--- src/rtl/smi_rx_arb_pkg.sv ---
// smi_rx_arb_pkg: mode encodings, FSM states and channel IDs shared by the SMI RX arbiter.
package smi_rx_arb_pkg;
   typedef logic [1:0] state_t;
   localparam logic [1:0] MODE_FIXED = 2'b00;
   localparam logic [1:0] MODE_RR    = 2'b01;
   localparam logic [1:0] MODE_PRIO0 = 2'b10;
   localparam state_t ST_SELECT  = 2'd0;
   localparam state_t ST_FETCH   = 2'd1;
   localparam state_t ST_CAPTURE = 2'd2;
   localparam state_t ST_VALID   = 2'd3;
   localparam logic CH0 = 1'b0;
   localparam logic CH1 = 1'b1;
   function automatic logic is_shared(input logic [1:0] mode);
      return mode == MODE_RR || mode == MODE_PRIO0;
   endfunction
endpackage

--- src/rtl/smi_rx_arbiter_if.sv ---
// smi_rx_arbiter_if: upstream FIFO pull ports of both channels plus the SMI-side pull stream.
interface smi_rx_arbiter_if #(parameter int DATA_W = 32);
   logic              o_ch0_pull, i_ch0_empty, i_ch0_full;
   logic [DATA_W-1:0] i_ch0_data;
   logic              o_ch1_pull, i_ch1_empty, i_ch1_full;
   logic [DATA_W-1:0] i_ch1_data;
   logic              i_fifo_pull, o_fifo_empty, o_fifo_full, o_channel;
   logic [DATA_W-1:0] o_fifo_pulled_data;
   modport slave (
      input  i_ch0_data, i_ch0_empty, i_ch0_full, i_ch1_data, i_ch1_empty, i_ch1_full, i_fifo_pull,
      output o_ch0_pull, o_ch1_pull, o_fifo_pulled_data, o_fifo_empty, o_fifo_full, o_channel
   );
   modport master (
      output i_ch0_data, i_ch0_empty, i_ch0_full, i_ch1_data, i_ch1_empty, i_ch1_full, i_fifo_pull,
      input  o_ch0_pull, o_ch1_pull, o_fifo_pulled_data, o_fifo_empty, o_fifo_full, o_channel
   );
endinterface

--- src/rtl/smi_rx_arb_select.sv ---
// smi_rx_arb_select: combinational channel choice from mode, FIFO empties, last-served channel and burst count.
module smi_rx_arb_select
   import smi_rx_arb_pkg::*;
#(
   parameter int BURST_LEN = 16
) (
   input  logic [1:0] mode_i,
   input  logic       channel_sel_i,
   input  logic [1:0] empty_i,
   input  logic       cur_ch_i,
   input  logic [7:0] burst_i,
   output logic       ch_o,
   output logic       ok_o,
   output logic       switch_o
);
   logic keep, rr_ch;
   // A zero burst count means no burst has started yet, so RR moves off the reset channel.
   assign keep  = burst_i != '0 && burst_i < 8'(BURST_LEN) && !empty_i[cur_ch_i];
   assign rr_ch = (keep || empty_i[~cur_ch_i]) ? cur_ch_i : ~cur_ch_i;
   always_comb begin
      ch_o     = mode_i == MODE_RR ? rr_ch : mode_i == MODE_PRIO0 ? (empty_i[0] ? CH1 : CH0) : channel_sel_i;
      ok_o     = !empty_i[ch_o];
      switch_o = mode_i == MODE_RR && ch_o != cur_ch_i;
   end
endmodule

--- src/rtl/smi_rx_arbiter.sv ---
// smi_rx_arbiter: merges two RX sample FIFOs into one registered SMI pull stream.
// Define SMI_RX_ARB_OVF_CNT_EN to add per-channel saturating overflow counters.
module smi_rx_arbiter
   import smi_rx_arb_pkg::*;
#(
   parameter int DATA_W    = 32,
   parameter int BURST_LEN = 16
) (
   input  logic              i_sys_clk,
   input  logic              i_rst,
   input  logic [1:0]        i_mode,
   input  logic              i_channel_sel,
   smi_rx_arbiter_if.slave   bus
`ifdef SMI_RX_ARB_OVF_CNT_EN
   ,
   output logic [15:0]       o_ovf_cnt0,
   output logic [15:0]       o_ovf_cnt1
`endif
);
   state_t            state_q, state_d;
   logic              ch_q, last_q, channel_q, empty_q;
   logic [7:0]        burst_q;
   logic [DATA_W-1:0] data_q;
   logic              sel_ch, sel_ok, sel_sw;
   smi_rx_arb_select #(.BURST_LEN(BURST_LEN)) u_select (
      .mode_i        (i_mode),
      .channel_sel_i (i_channel_sel),
      .empty_i       ({bus.i_ch1_empty, bus.i_ch0_empty}),
      .cur_ch_i      (last_q),
      .burst_i       (burst_q),
      .ch_o          (sel_ch),
      .ok_o          (sel_ok),
      .switch_o      (sel_sw)
   );
   always_comb begin
      state_d = state_q;
      case (state_q)
         ST_SELECT:  state_d = sel_ok ? ST_FETCH : ST_SELECT;
         ST_FETCH:   state_d = ST_CAPTURE;
         ST_CAPTURE: state_d = ST_VALID;
         default:    state_d = bus.i_fifo_pull ? ST_SELECT : ST_VALID;
      endcase
   end
   always_ff @(posedge i_sys_clk) begin
      if (i_rst) begin
         state_q   <= ST_SELECT;
         ch_q      <= CH0;
         last_q    <= CH1;
         burst_q   <= '0;
         data_q    <= '0;
         empty_q   <= 1'b1;
         channel_q <= CH0;
      end else begin
         state_q <= state_d;
         if (state_q == ST_SELECT && sel_ok) begin
            ch_q <= sel_ch;
            if (sel_sw) burst_q <= '0;
         end
         if (state_q == ST_CAPTURE) begin
            data_q    <= ch_q ? bus.i_ch1_data : bus.i_ch0_data;
            channel_q <= ch_q;
            last_q    <= ch_q;
            empty_q   <= 1'b0;
            burst_q   <= burst_q == 8'(BURST_LEN) ? burst_q : burst_q + 8'd1;
         end
         if (state_q == ST_VALID && bus.i_fifo_pull) empty_q <= 1'b1;
      end
   end
   assign bus.o_ch0_pull         = state_q == ST_FETCH && ch_q == CH0;
   assign bus.o_ch1_pull         = state_q == ST_FETCH && ch_q == CH1;
   assign bus.o_fifo_pulled_data = data_q;
   assign bus.o_fifo_empty       = empty_q;
   assign bus.o_channel          = channel_q;
   assign bus.o_fifo_full        = is_shared(i_mode) ? (bus.i_ch0_full | bus.i_ch1_full)
                                 : (i_channel_sel ? bus.i_ch1_full : bus.i_ch0_full);
`ifdef SMI_RX_ARB_OVF_CNT_EN
   logic [15:0] ovf0_q, ovf1_q;
   always_ff @(posedge i_sys_clk) begin
      if (i_rst) begin
         ovf0_q <= '0;
         ovf1_q <= '0;
      end else begin
         if (bus.i_ch0_full && !bus.o_ch0_pull && ovf0_q != 16'hFFFF) ovf0_q <= ovf0_q + 16'd1;
         if (bus.i_ch1_full && !bus.o_ch1_pull && ovf1_q != 16'hFFFF) ovf1_q <= ovf1_q + 16'd1;
      end
   end
   assign o_ovf_cnt0 = ovf0_q;
   assign o_ovf_cnt1 = ovf1_q;
`endif
endmodule

--- src/flat_wrapper.sv ---
// flat-port wrapper written by rule: the top's interface ports become plain ports
module smi_rx_arbiter_flat import smi_rx_arb_pkg::*;
#(
   parameter int DATA_W    = 32,
   parameter int BURST_LEN = 16
)
  (i_sys_clk, i_rst, i_mode, i_channel_sel, bus_i_ch0_data, bus_i_ch0_empty, bus_i_ch0_full, bus_i_ch1_data, bus_i_ch1_empty, bus_i_ch1_full, bus_i_fifo_pull, bus_o_ch0_pull, bus_o_ch1_pull, bus_o_fifo_pulled_data, bus_o_fifo_empty, bus_o_fifo_full, bus_o_channel);
  smi_rx_arbiter_if #(.DATA_W(DATA_W)) bus_i ();
  input  logic i_sys_clk;
  input  logic i_rst;
  input  logic [1:0] i_mode;
  input  logic i_channel_sel;
  input wire logic [$bits(bus_i.i_ch0_data)-1:0] bus_i_ch0_data;
  input wire logic [$bits(bus_i.i_ch0_empty)-1:0] bus_i_ch0_empty;
  input wire logic [$bits(bus_i.i_ch0_full)-1:0] bus_i_ch0_full;
  input wire logic [$bits(bus_i.i_ch1_data)-1:0] bus_i_ch1_data;
  input wire logic [$bits(bus_i.i_ch1_empty)-1:0] bus_i_ch1_empty;
  input wire logic [$bits(bus_i.i_ch1_full)-1:0] bus_i_ch1_full;
  input wire logic [$bits(bus_i.i_fifo_pull)-1:0] bus_i_fifo_pull;
  output wire logic [$bits(bus_i.o_ch0_pull)-1:0] bus_o_ch0_pull;
  output wire logic [$bits(bus_i.o_ch1_pull)-1:0] bus_o_ch1_pull;
  output wire logic [$bits(bus_i.o_fifo_pulled_data)-1:0] bus_o_fifo_pulled_data;
  output wire logic [$bits(bus_i.o_fifo_empty)-1:0] bus_o_fifo_empty;
  output wire logic [$bits(bus_i.o_fifo_full)-1:0] bus_o_fifo_full;
  output wire logic [$bits(bus_i.o_channel)-1:0] bus_o_channel;
  assign bus_i.i_ch0_data = bus_i_ch0_data;
  assign bus_i.i_ch0_empty = bus_i_ch0_empty;
  assign bus_i.i_ch0_full = bus_i_ch0_full;
  assign bus_i.i_ch1_data = bus_i_ch1_data;
  assign bus_i.i_ch1_empty = bus_i_ch1_empty;
  assign bus_i.i_ch1_full = bus_i_ch1_full;
  assign bus_i.i_fifo_pull = bus_i_fifo_pull;
  assign bus_o_ch0_pull = bus_i.o_ch0_pull;
  assign bus_o_ch1_pull = bus_i.o_ch1_pull;
  assign bus_o_fifo_pulled_data = bus_i.o_fifo_pulled_data;
  assign bus_o_fifo_empty = bus_i.o_fifo_empty;
  assign bus_o_fifo_full = bus_i.o_fifo_full;
  assign bus_o_channel = bus_i.o_channel;
  smi_rx_arbiter #(.DATA_W(DATA_W), .BURST_LEN(BURST_LEN)) u_core (.i_sys_clk(i_sys_clk), .i_rst(i_rst), .i_mode(i_mode), .i_channel_sel(i_channel_sel), .bus(bus_i));
endmodule
--- config.mk ---
export PLATFORM = sky130hd
export DESIGN_NAME = smi_rx_arbiter_flat
export DESIGN_NICKNAME = d
export VERILOG_FILES = /design/src/rtl/smi_rx_arb_pkg.sv /design/src/rtl/smi_rx_arbiter_if.sv /design/src/rtl/smi_rx_arb_select.sv /design/src/rtl/smi_rx_arbiter.sv /design/src/flat_wrapper.sv
export SDC_FILE = /design/constraint.sdc
export NUM_CORES = 1
export LEC_CHECK = 0
export ABC_AREA = 1
export CORE_UTILIZATION = 35
export DETAILED_ROUTE_END_ITERATION = 16
export PLACE_DENSITY = 0.72
export SLEW_MARGIN = 20
export SYNTH_ARGS = -nofsm -noshare
export SYNTH_HDL_FRONTEND = slang
export SYNTH_SLANG_ARGS = --single-unit
--- constraint.sdc ---
create_clock -name i_sys_clk -period 1.55 [get_ports i_sys_clk]
set_input_delay 0.31 -clock i_sys_clk [delete_from_list [all_inputs] [get_ports i_sys_clk]]
set_output_delay 0.31 -clock i_sys_clk [all_outputs]
set_load 0.05 [all_outputs]
## After elaboration in Yosys (flattened, before gate mapping)

Cells that the tools add are included.

- Bits in registers: 46
- Bits of input ports: 74
- Output and inout port bits: 37
- Word-level logic and storage cells: 60

- $add $sub $neg: 1
- Order comparisons: 4
- Equal/unequal tests: 8
- Mux-type cells: 20
- Bitwise operators: 3
- Reductions and logical operators: 17

Operators by type and width:

| cell | count |
|---|---|
| $mux 32 | 1 |
| $mux 8 | 4 |
| $mux 1 | 13 |
| $add 8x1->8 const B | 1 |
| $eq 8x5->1 const B | 1 |
| $lt 8x5->1 const B | 1 |
| $reduce_bool 8->1 | 1 |
| $logic_and 1x1->1 | 7 |
| $eq 2x2->1 const B | 3 |
| $lt 1x2->1 const B | 3 |
| $pmux 2 s3 | 1 |
| $eq 2x1->1 const B | 2 |
| $reduce_bool 2->1 | 2 |
| $reduce_and 3->1 | 1 |
| $logic_not 1->1 | 2 |
| $logic_not 2->1 | 1 |
| $logic_or 1x1->1 | 2 |
| $mux 2 | 1 |
| $ne 2x2->1 const B | 1 |
| $not 1->1 | 2 |
| $reduce_or 2->1 | 1 |
| $ne 1x1->1 | 1 |
| $or 1x1->1 | 1 |

## Depth between registers and ports, before layout

Gate-level depths: netlist (run 1).

- Depth in word-level cells: 13
- Mapped depth: 15
- Gate-level depth less buffers: 15

## By module

From an unflattened synthesis (run 1), not the netlist that was laid out.

- Cell total of the unflattened synthesis: 387
- Area, all modules: 2549.9 um2

By module, submodules not included:

| module | times used | cells each | area each (um2) | seq. area each (um2) |
|---|---|---|---|---|
| smi_rx_arbiter | 1 | 347 | 2366.0 | 920.9 |
| smi_rx_arb_select | 1 | 40 | 183.9 | 0.0 |

## Worst setup path after synthesis (run 1)

Ideal clock, no wire load.

- Path type: reg-to-output
- Start point: reg u_core.ch_q
- End point: out bus_o_ch0_pull
- Arrival: 1.344 ns
- Data required time: 1.240 ns
- Setup slack: -0.104 ns
- Stages on the path, launching flop included: 4
- Buffers on the path: 2
- Cells stage by stage: dfxtp_1 > clkbuf_1 > buf_1 > nor2_1

- Word-level cells in the longest chain between the ends: 2

RTL lines:

| item | line | source |
|---|---|---|
| start: declaration | smi_rx_arbiter.sv:21 | `logic ch_q, last_q, channel_q, empty_q;` |
| start signal: assignment | smi_rx_arbiter.sv:56 | `ch_q <= sel_ch;` |
| $not 1->1 | smi_rx_arbiter.sv:69 | `assign bus.o_ch0_pull = state_q == ST_FETCH && ch_q == CH0;` |
| $logic_and 1x1->1 | smi_rx_arbiter.sv:69 |  |
| end: declaration | flat_wrapper.sv:20 | `output wire logic [$bits(bus_i.o_ch0_pull)-1:0] bus_o_ch0_pull;` |

Every way passes these cells.

## Worst setup path after layout (run 1)

- Start point: reg u_core.burst_q[0]
- End point: reg u_core.burst_q[1]

- Word-level cells in the longest chain between the ends: 12
- Elaborated cells on any way between the ends: 21
- Classes of those cells: add/sub (1); order compare (1); eq/ne (3); mux (6); reduce/logical (10)

RTL lines:

| item | line | source |
|---|---|---|
| start: declaration | smi_rx_arbiter.sv:22 | `logic [7:0] burst_q;` |
| start signal: assignment | smi_rx_arbiter.sv:64 | `burst_q <= burst_q == 8'(BURST_LEN) ? burst_q : burst_q + 8'd1;` |
| $lt 8x5->1 / $reduce_bool 8->1 (equally long branches) | smi_rx_arb_select.sv:18 | `assign keep = burst_i != '0 && burst_i < 8'(BURST_LEN) && !empty_i[cur_ch_i];` |
| $logic_and 1x1->1 (2 in a row) | smi_rx_arb_select.sv:18 |  |
| $logic_or 1x1->1 | smi_rx_arb_select.sv:19 | `assign rr_ch = (keep \|\| empty_i[~cur_ch_i]) ? cur_ch_i : ~cur_ch_i;` |
| $mux 1 | smi_rx_arb_select.sv:19 |  |
| $mux 1 | smi_rx_arb_select.sv:21 | `ch_o = mode_i == MODE_RR ? rr_ch : mode_i == MODE_PRIO0 ? (empty_i[0] ? CH1 : CH0) : channel_sel_i;` |
| $mux 1 (implied by the code) (2 in a row) | smi_rx_arb_select.sv:22 | `ok_o = !empty_i[ch_o];` |
| $logic_not 1->1 | smi_rx_arb_select.sv:22 |  |
| $logic_and 1x1->1 | smi_rx_arbiter.sv:55 | `if (state_q == ST_SELECT && sel_ok) begin` |
| $reduce_bool 2->1 (no source line) | - |  |
| $reduce_and 3->1 (no source line) | - |  |

Several ways; a longest one is shown, not always the timed one. The select of a mux whose other input is x is not followed.
A chain may end at the register's enable or synchronous reset.

==> impl_metrics.csv, run 1 <==
group,metric,value,unit
worst_setup_path,path_cells,"inv_2 -> ha_4 -> inv_2 -> nor3_4 -> nor2_2 -> nor2_1 -> nor2_1 -> nand2_2 -> nand2_4 -> nand2_2 -> nand3_2 -> nand2_4 -> nand2_4 -> nand2_2 -> a21oi_2",
synth,synthArstFlopShare,0,%
clocking,clockBufferDepth,2,
synth,synthesis.nets,431,
synth,yosysUniqueCellTypes,28,
synth,yosysTopAreaCell,"dfxtp_1",
timing,finClkSkew,0.006063,ns
synth,yosysSeqAreaShare,37.72,%
timing,fin_ws,-0.2390,ns
timing,period_needed,1.789,ns
outcome,run_status,"finished with violations",
worst_setup_path,crit_buf_inv,2,
hold_path,hold_path_class,"reg -> reg",
global_route,grt_max_degree,44,
power,netSwitchingFraction,45.01,%
outcome,violations,"setup timing",
placed_design,port_buffers,110,
placed_design,gp_congestion,0.8549,
worst_setup_path,cp.required,1.74,ns
synth,synth_simple_gate_area_share,30.60,%
global_route,grt_overflow,0,
global_route,grt_pass1_wl,10980,um
clocking,clkSinkCount,46,
worst_setup_path,critPathArrivalTime,1.98,ns
route,via_per_inst,4.712,
timing,whs,0.4880,ns
route,drtIter0Drc,109,
power,pwr-share-seq,27.6,%
die,ios,111,
timing,rsz0062_at_grt,"true",
die,dieArea,7313,um2
power,vdd_ir_drop_max,828.0,uV
synth,synth-edff-count,0,
worst_setup_path,crit_path_end_kind,"flop",
synth,synthXorXnorAreaFrac,0,%
run,maxCapViolations,0,
global_route,antenna_found_initial,0,
power,p_sw,0.002799,W
die,core_area,6756,um2
global_route,grt_pass1_vias,2548,
timing,max_freq,559.0,MHz
die,die_h,85.52,um
synth,synth.most_common_cell,"nand2_1",
power,cellPowerDensity,1557,nW/um2
route,vias,2615,
timing,tightest_slew,0.4129,ns
synth,avgSynthCellArea,7.015,um2
synth,synthFlopType,"dfxtp_1",
worst_setup_path,critical_path.top_delay_family,"simple AND/OR/NAND/NOR gates",
synth,synth-compound-area-share,14.97,%
finish,stdcell_count,555,
clocking,htree_num_levels,2,
route,wire_per_inst,12.27,um
timing,fin_crit_sh,115.4,%
synth,synthCells,348,
synth,netlist_area,2441,um2
synth,synth_fa_ha_area_share,4.613,%
synth,synth-seq-cells,46,
timing,drv_slew,0,
worst_setup_path,cp-start-kind,"flop",
timing,slew_headroom,72.18,%
power,power.internal,0.003419,W
clocking,numCtsBuffers,5,
clocking,clk_pin_slew,0.09,ns
route,remaining_drc_errors,0,
finish,syn_to_final_growth,63.61,%
finish,drive_gt1_share,26.11,%
timing,setup_violations,10,
placed_design,hpwl,4998,um
worst_setup_path,max_stage_delay,0.33,ns
synth,synth_top_family_by_area,"simple AND/OR/NAND/NOR gates",
clocking,clk_latency,0.30,ns
power,p_leak,1.919,nW
clocking,tritoncts,"done",
die,rows,30,
clocking,ctsHoldBuffers,0,
timing,hold_viol,0,
placed_design,dp.cells,544,
route,drtAntennaViolNets,0,
finish,diodes,0,
worst_setup_path,cp_max_fo,6,
worst_setup_path,timing_worst_setup_path_type,"reg -> reg",
die,die_w,85.52,um
synth,ys_warn_count,0,
route,wirelength,6811,um
route,first_pass_iters,4,
finish,fin_nets,557,
synth,synth_commonest_cells,"nand2_1 (94), inv_1 (53), dfxtp_1 (46)",
synth,yosys.area.top_type_share,37.72,%
synth,synth_area_leaders,"dfxtp_1 (38%), nand2_1 (14%), o211ai_1 (9.8%), nand3_1 (9.2%), inv_1 (8.1%)",
die,initial_core_util,36.13,%
clocking,cts-root-buf,"clkbuf_8",
global_route,grt_usage,18.62,%
power,pwr-share-clk,17.2,%
worst_setup_path,slowest_stage,"dfxtp_2",
power,comb_power_share,55.1,%
synth,synthMuxAreaShare,0,%
-- power by group through the flow --
stage | Clock (W) | Combinational [W] | Sequential [W]
after detailed placement | 0 | 0.00326 | 0.00173
after floorplan | 0 | 0.00120 | 0.00267
after CTS | 0.00109 | 0.00336 | 0.00172
after global routing | 0.00115 | 0.00367 | 0.00176
final | 0.00107 | 0.00343 | 0.00172
after global placement | 0 | 0.00322 | 0.00172
-- flip-flops by register name, indices dropped and copies added, names as in the netlist --
register / count
u_core.bus.o_fifo_empty: 1
u_core.state_q: 2
u_core.last_q: 1
u_core.bus.o_channel: 1
u_core.bus.o_fifo_pulled_data: 32
u_core.burst_q: 8
u_core.ch_q: 1
-- metal layers --
layer,part of all wire (%),global-route usage (%)
met5,0,0
met4,1.1,4.394
met3,5.4,4.331
met2,51,34.76
met1,43,21.42
-- metrics by stage --
| step | utilization (%) | total power, W | setup TNS [ns] | setup WS (ns) | instance area (um2) |
|---|---|---|---|---|---|
| after floorplan | - | 0.003874 | -0.09573 | -0.01780 | 2451 |
| after detailed placement | 55.24 | 0.004988 | -5.001 | -0.5115 | 3732 |
| after global placement | 55.24 | 0.004940 | -4.733 | -0.4815 | 3732 |
| after global routing | 59.11 | 0.006577 | -3.184 | -0.3636 | 3994 |
| after CTS | 58.48 | 0.006169 | -0.9051 | -0.1241 | 3951 |
| final | 59.11 | 0.006218 | -1.971 | -0.2390 | 3994 |
-- tightest hold or removal path, cell delays in order (launching register included) --
cell and delay, ns:
dfxtp_1 0.34, o211ai_1 0.08, inv_1 0.05
-- logic make-up (layout without fill, tap and decap cells) --
| family | count (synthesis) | in the layout |
|---|---|---|
| adder cells (fa/ha/maj) | 9 | 9 |
| flip-flops | 46 | 46 |
| AO/OA/AOI/OAI | 51 | 51 |
| buffers and inverters | 73 | 200 |
| AND/OR/NAND/NOR | 169 | 169 |
-- layout by cell type, fill, tap and decap left out, types with 2 or more instances in the layout --
cell,instances
nand2_1,86
a21oi_2,7
nand2_2,8
buf_12,6
ha_1,5
inv_1,45
nand3_1,45
buf_6,3
o211ai_1,32
buf_4,56
dfxtp_2,4
o21ai_2,2
clkbuf_2,2
clkdlybuf4s50_1,70
clkbuf_8,5
nand2_4,5
or2_2,3
inv_2,6
o21ai_0,2
a21oi_1,5
nor2_1,12
dfxtp_1,42
bufinv_16,2
ha_4,3
nor2_2,5
-- area by class of cell --
class,count,area [um2]
fill,622,2763
clock inverter,3,68.82
clock buffer,5,68.82
inverter,54,209.0
multi-input combinational,229,1328
tap,80,100.1
sequential,46,925.9
timing repair buffer,138,1294
-- final timing paths --
kind	slack [ns]	to	from	cells after the start
setup / recovery	-0.24	u_core.burst_q[1]$_SDFFE_PP0P_	u_core.burst_q[0]$_SDFFE_PP0P_	15
hold / removal	0.49	u_core.bus.o_fifo_pulled_data[5]$_SDFFE_PP0P_	u_core.bus.o_fifo_pulled_data[5]$_SDFFE_PP0P_	2
setup reg to reg	-0.24	u_core.burst_q[1]$_SDFFE_PP0P_	u_core.burst_q[0]$_SDFFE_PP0P_	15
hold reg to reg	0.49	u_core.bus.o_fifo_pulled_data[5]$_SDFFE_PP0P_	u_core.bus.o_fifo_pulled_data[5]$_SDFFE_PP0P_	2
-- timing repair --
action / 4_1_cts / 5_1_grt
gates resized for setup: 23 / 21
setup buffers: 3 / 0
setup endpoints to repair: 13 / 31
pin swaps: 7 / 5
(Power assumes the default switching activity.)
==> inputs of run 2 (changes only) <==
--- a/config.mk
+++ b/config.mk
@@ -7,6 +7,7 @@
 export LEC_CHECK = 0
 export ABC_AREA = 1
 export CORE_UTILIZATION = 35
+export CTS_CLUSTER_DIAMETER = 50
 export DETAILED_ROUTE_END_ITERATION = 16
 export PLACE_DENSITY = 0.72
 export SLEW_MARGIN = 20
==> constraint.sdc (replaced) <==
create_clock -name i_sys_clk -period 1.6 [get_ports i_sys_clk]
set_input_delay 0.32 -clock i_sys_clk [delete_from_list [all_inputs] [get_ports i_sys_clk]]
set_output_delay 0.32 -clock i_sys_clk [all_outputs]
set_load 0.05 [all_outputs]
==> run 2 against run 1 <==
  * The flow still finishes with violations (setup timing)
  * Global-route usage decreased by 0.68 points
  * Utilization shrank 2.1 points
  * Die area is the same
  * Power shrank 11%
  * Setup slack better by 0.14 ns
  * Wire length down 6.2%
==> impl_metrics.csv, run 2 (synthesis gave the netlist of run 1 again) <==
group,metric,value,unit
outcome,run_status,"finished with violations",
outcome,violations,"setup timing",
route,remaining_drc_errors,0,
timing,fin_ws,-0.1017,ns
timing,max_freq,587.7,MHz
global_route,grt_pass1_vias,2374,
power,cellPowerDensity,1437,nW/um2
timing,tightest_slew,0.4295,ns
hold_path,worstHoldStart,"u_core.bus.o_channel$_SDFFE_PP0P_",
timing,whs,0.4681,ns
die,die_h,85.52,um
clocking,clkSinkCount,46,
clocking,clk_latency,0.30,ns
global_route,grt_overflow,0,
die,die_w,85.52,um
timing,fin_crit_sh,106.4,%
clocking,cts-root-buf,"clkbuf_8",
timing,period_needed,1.702,ns
route,via_per_inst,4.670,
clocking,htree_num_levels,2,
route,wire_per_inst,11.64,um
clocking,clockBufferDepth,2,
worst_setup_path,worst-r2r-cell-count,15,
die,ios,111,
timing,finClkSkew,0.002227,ns
worst_setup_path,cp-start-kind,"flop",
worst_setup_path,r2r_start,"u_core.burst_q[0]$_SDFFE_PP0P_",
global_route,antenna_found_initial,0,
placed_design,port_buffers,110,
global_route,grt_pass1_wl,10510,um
global_route,grt_usage,17.93,%
hold_path,hold_path_class,"reg -> reg",
finish,largest_reg_flops,32,
die,initial_core_util,36.13,%
finish,post-route-util,57.04,%
finish,syn_to_final_growth,57.87,%
finish,layout_common_cells,"nand2_1 (90), clkdlybuf4s50_1 (71), buf_4 (53)",
placed_design,gp_congestion,0.7625,
power,vdd_ir_drop_max,847.8,uV
finish,final_common_cell,"nand2_1",
hold_path,min_delay_worst_endpoint,"u_core.bus.o_channel$_SDFFE_PP0P_",
die,rows,30,
power,p_leak,1.854,nW
worst_setup_path,crit_path_end_kind,"flop",
route,vias,2564,
finish,drive_gt1_share,21.96,%
worst_setup_path,r2r-end,"u_core.burst_q[2]$_SDFFE_PP0P_",
die,core_area,6756,um2
placed_design,hpwl,4758,um
worst_setup_path,cp.required,1.79,ns
run,maxCapViolations,0,
finish,fin_nets,551,
worst_setup_path,critPathArrivalTime,1.89,ns
route,wirelength,6392,um
timing,rsz0062_at_grt,"true",
hold_path,hold_depth,2,
worst_setup_path,cp_max_fo,6,
timing,drv_slew,0,
worst_setup_path,r2r_slack,-0.10,ns
global_route,grt_max_degree,50,
route,first_pass_iters,5,
timing,hold_viol,0,
finish,diodes,0,
worst_setup_path,timing_worst_setup_path_type,"reg -> reg",
timing,setup_violations,8,
route,drtAntennaViolNets,0,
clocking,clk_pin_slew,0.08,ns
die,dieArea,7313,um2
clocking,numCtsBuffers,5,
timing,slew_headroom,71.07,%
route,drtIter0Drc,92,
clocking,tritoncts,"done",
-- run 2: changes by cell type in the layout (fill, tap and decap cells not counted), sizes merged --
cell           change
buf                -6
bufinv             -2
clkdlybuf4s15      +2
clkdlybuf4s50      +1
clkinvlp           -1
dlygate4sd2        -1
inv                +1
-- run 2: area by class of cell --
cell class,count,area [um2]
fillers,641,2903
multi-input cells,229,1291
repair buffers,132,1240
flip-flops and latches,46,928.4
inverters,54,202.7
well taps,80,100.1
clock buffers,7,86.33
clock inverters,1,5.005
-- run 2: layer usage --
layer	up-vias	GRT usage, %	routed length (um)	part of all wire (%)
li1	1358	-	-	-
met1	1130	21.88	2864	45
met2	66	31.13	3081	48
met3	10	4.524	321	5.0
met4	0	5.455	124	1.9
met5	-	0	0	0
-- run 2: worst max-delay path, cell delays in order, from the launching register on --
cell and delay (ns):
dfxtp_2 0.33, inv_2 0.07, ha_4 0.13, inv_2 0.04, nor3_4 0.15, nor2_2 0.07, nor2_1 0.09, nor2_1 0.06
nand2_2 0.09, nand2_4 0.07, nand2_4 0.08, nand2_4 0.05, nor2_4 0.13, nand2_4 0.10, nand2_1 0.09, a21oi_2 0.05
-- run 2: through the flow --
stage / cells / setup TNS (ns) / total power, W / worst slack, ns / cell area (um2)
floorplan: 348 / 0 / 0.003741 / 0.001309 / 2444
global placement: 539 / -3.964 / 0.004713 / -0.4039 / 3675
detailed placement: 539 / -4.516 / 0.004755 / -0.4639 / 3675
CTS: 548 / -0.6510 / 0.005536 / -0.09284 / 3810
global route: 549 / -1.799 / 0.005914 / -0.2362 / 3854
finish: 549 / -0.6691 / 0.005538 / -0.1017 / 3854
-- run 2: power breakdown --
part | internal [W] | switching (W) | leakage, nW | total, W
Sequential | 0.00148 | 0.000187 | 0.378 | 0.00166
Combinational | 0.00112 | 0.00203 | 1.43 | 0.00315
Clock | 0.000349 | 0.000373 | 0.0482 | 0.000721
Total | 0.00294 | 0.00260 | 1.85 | 0.00554
-- run 2: worst max-delay path by stage --
stage                                         from                              to  slack, ns  cells after the start
floorplan           u_core.burst_q[0]$_SDFFE_PP0P_  u_core.burst_q[5]$_SDFFE_PP0P_      0.001                     14
global placement                         i_mode[0]  u_core.burst_q[1]$_SDFFE_PP0P_      -0.40                     11
detailed placement                       i_mode[0]  u_core.burst_q[6]$_SDFFE_PP0P_      -0.46                     11
CTS                 u_core.burst_q[0]$_SDFFE_PP0P_  u_core.burst_q[5]$_SDFFE_PP0P_      -0.09                     15
global route        u_core.burst_q[0]$_SDFFE_PP0P_  u_core.burst_q[2]$_SDFFE_PP0P_      -0.24                     15
finish              u_core.burst_q[0]$_SDFFE_PP0P_  u_core.burst_q[2]$_SDFFE_PP0P_      -0.10                     15
-- run 2: repair_timing --
action                                 CTS  global route
gates resized for setup                 16            14
endpoints found under the hold margin    0             0
pin swaps                                5             3
setup buffers                            1             1
setup endpoints to repair               10            13
hold buffers                             0             0
==> inputs of run 3 (changes only) <==
--- a/config.mk
+++ b/config.mk
@@ -6,6 +6,7 @@
 export NUM_CORES = 1
 export LEC_CHECK = 0
 export ABC_AREA = 1
+export CAP_MARGIN = 15
 export CORE_UTILIZATION = 35
 export CTS_CLUSTER_DIAMETER = 50
 export DETAILED_ROUTE_END_ITERATION = 16
==> results of run 3 <==
The final DEF is identical to that of run 2; final timing and power are the same.
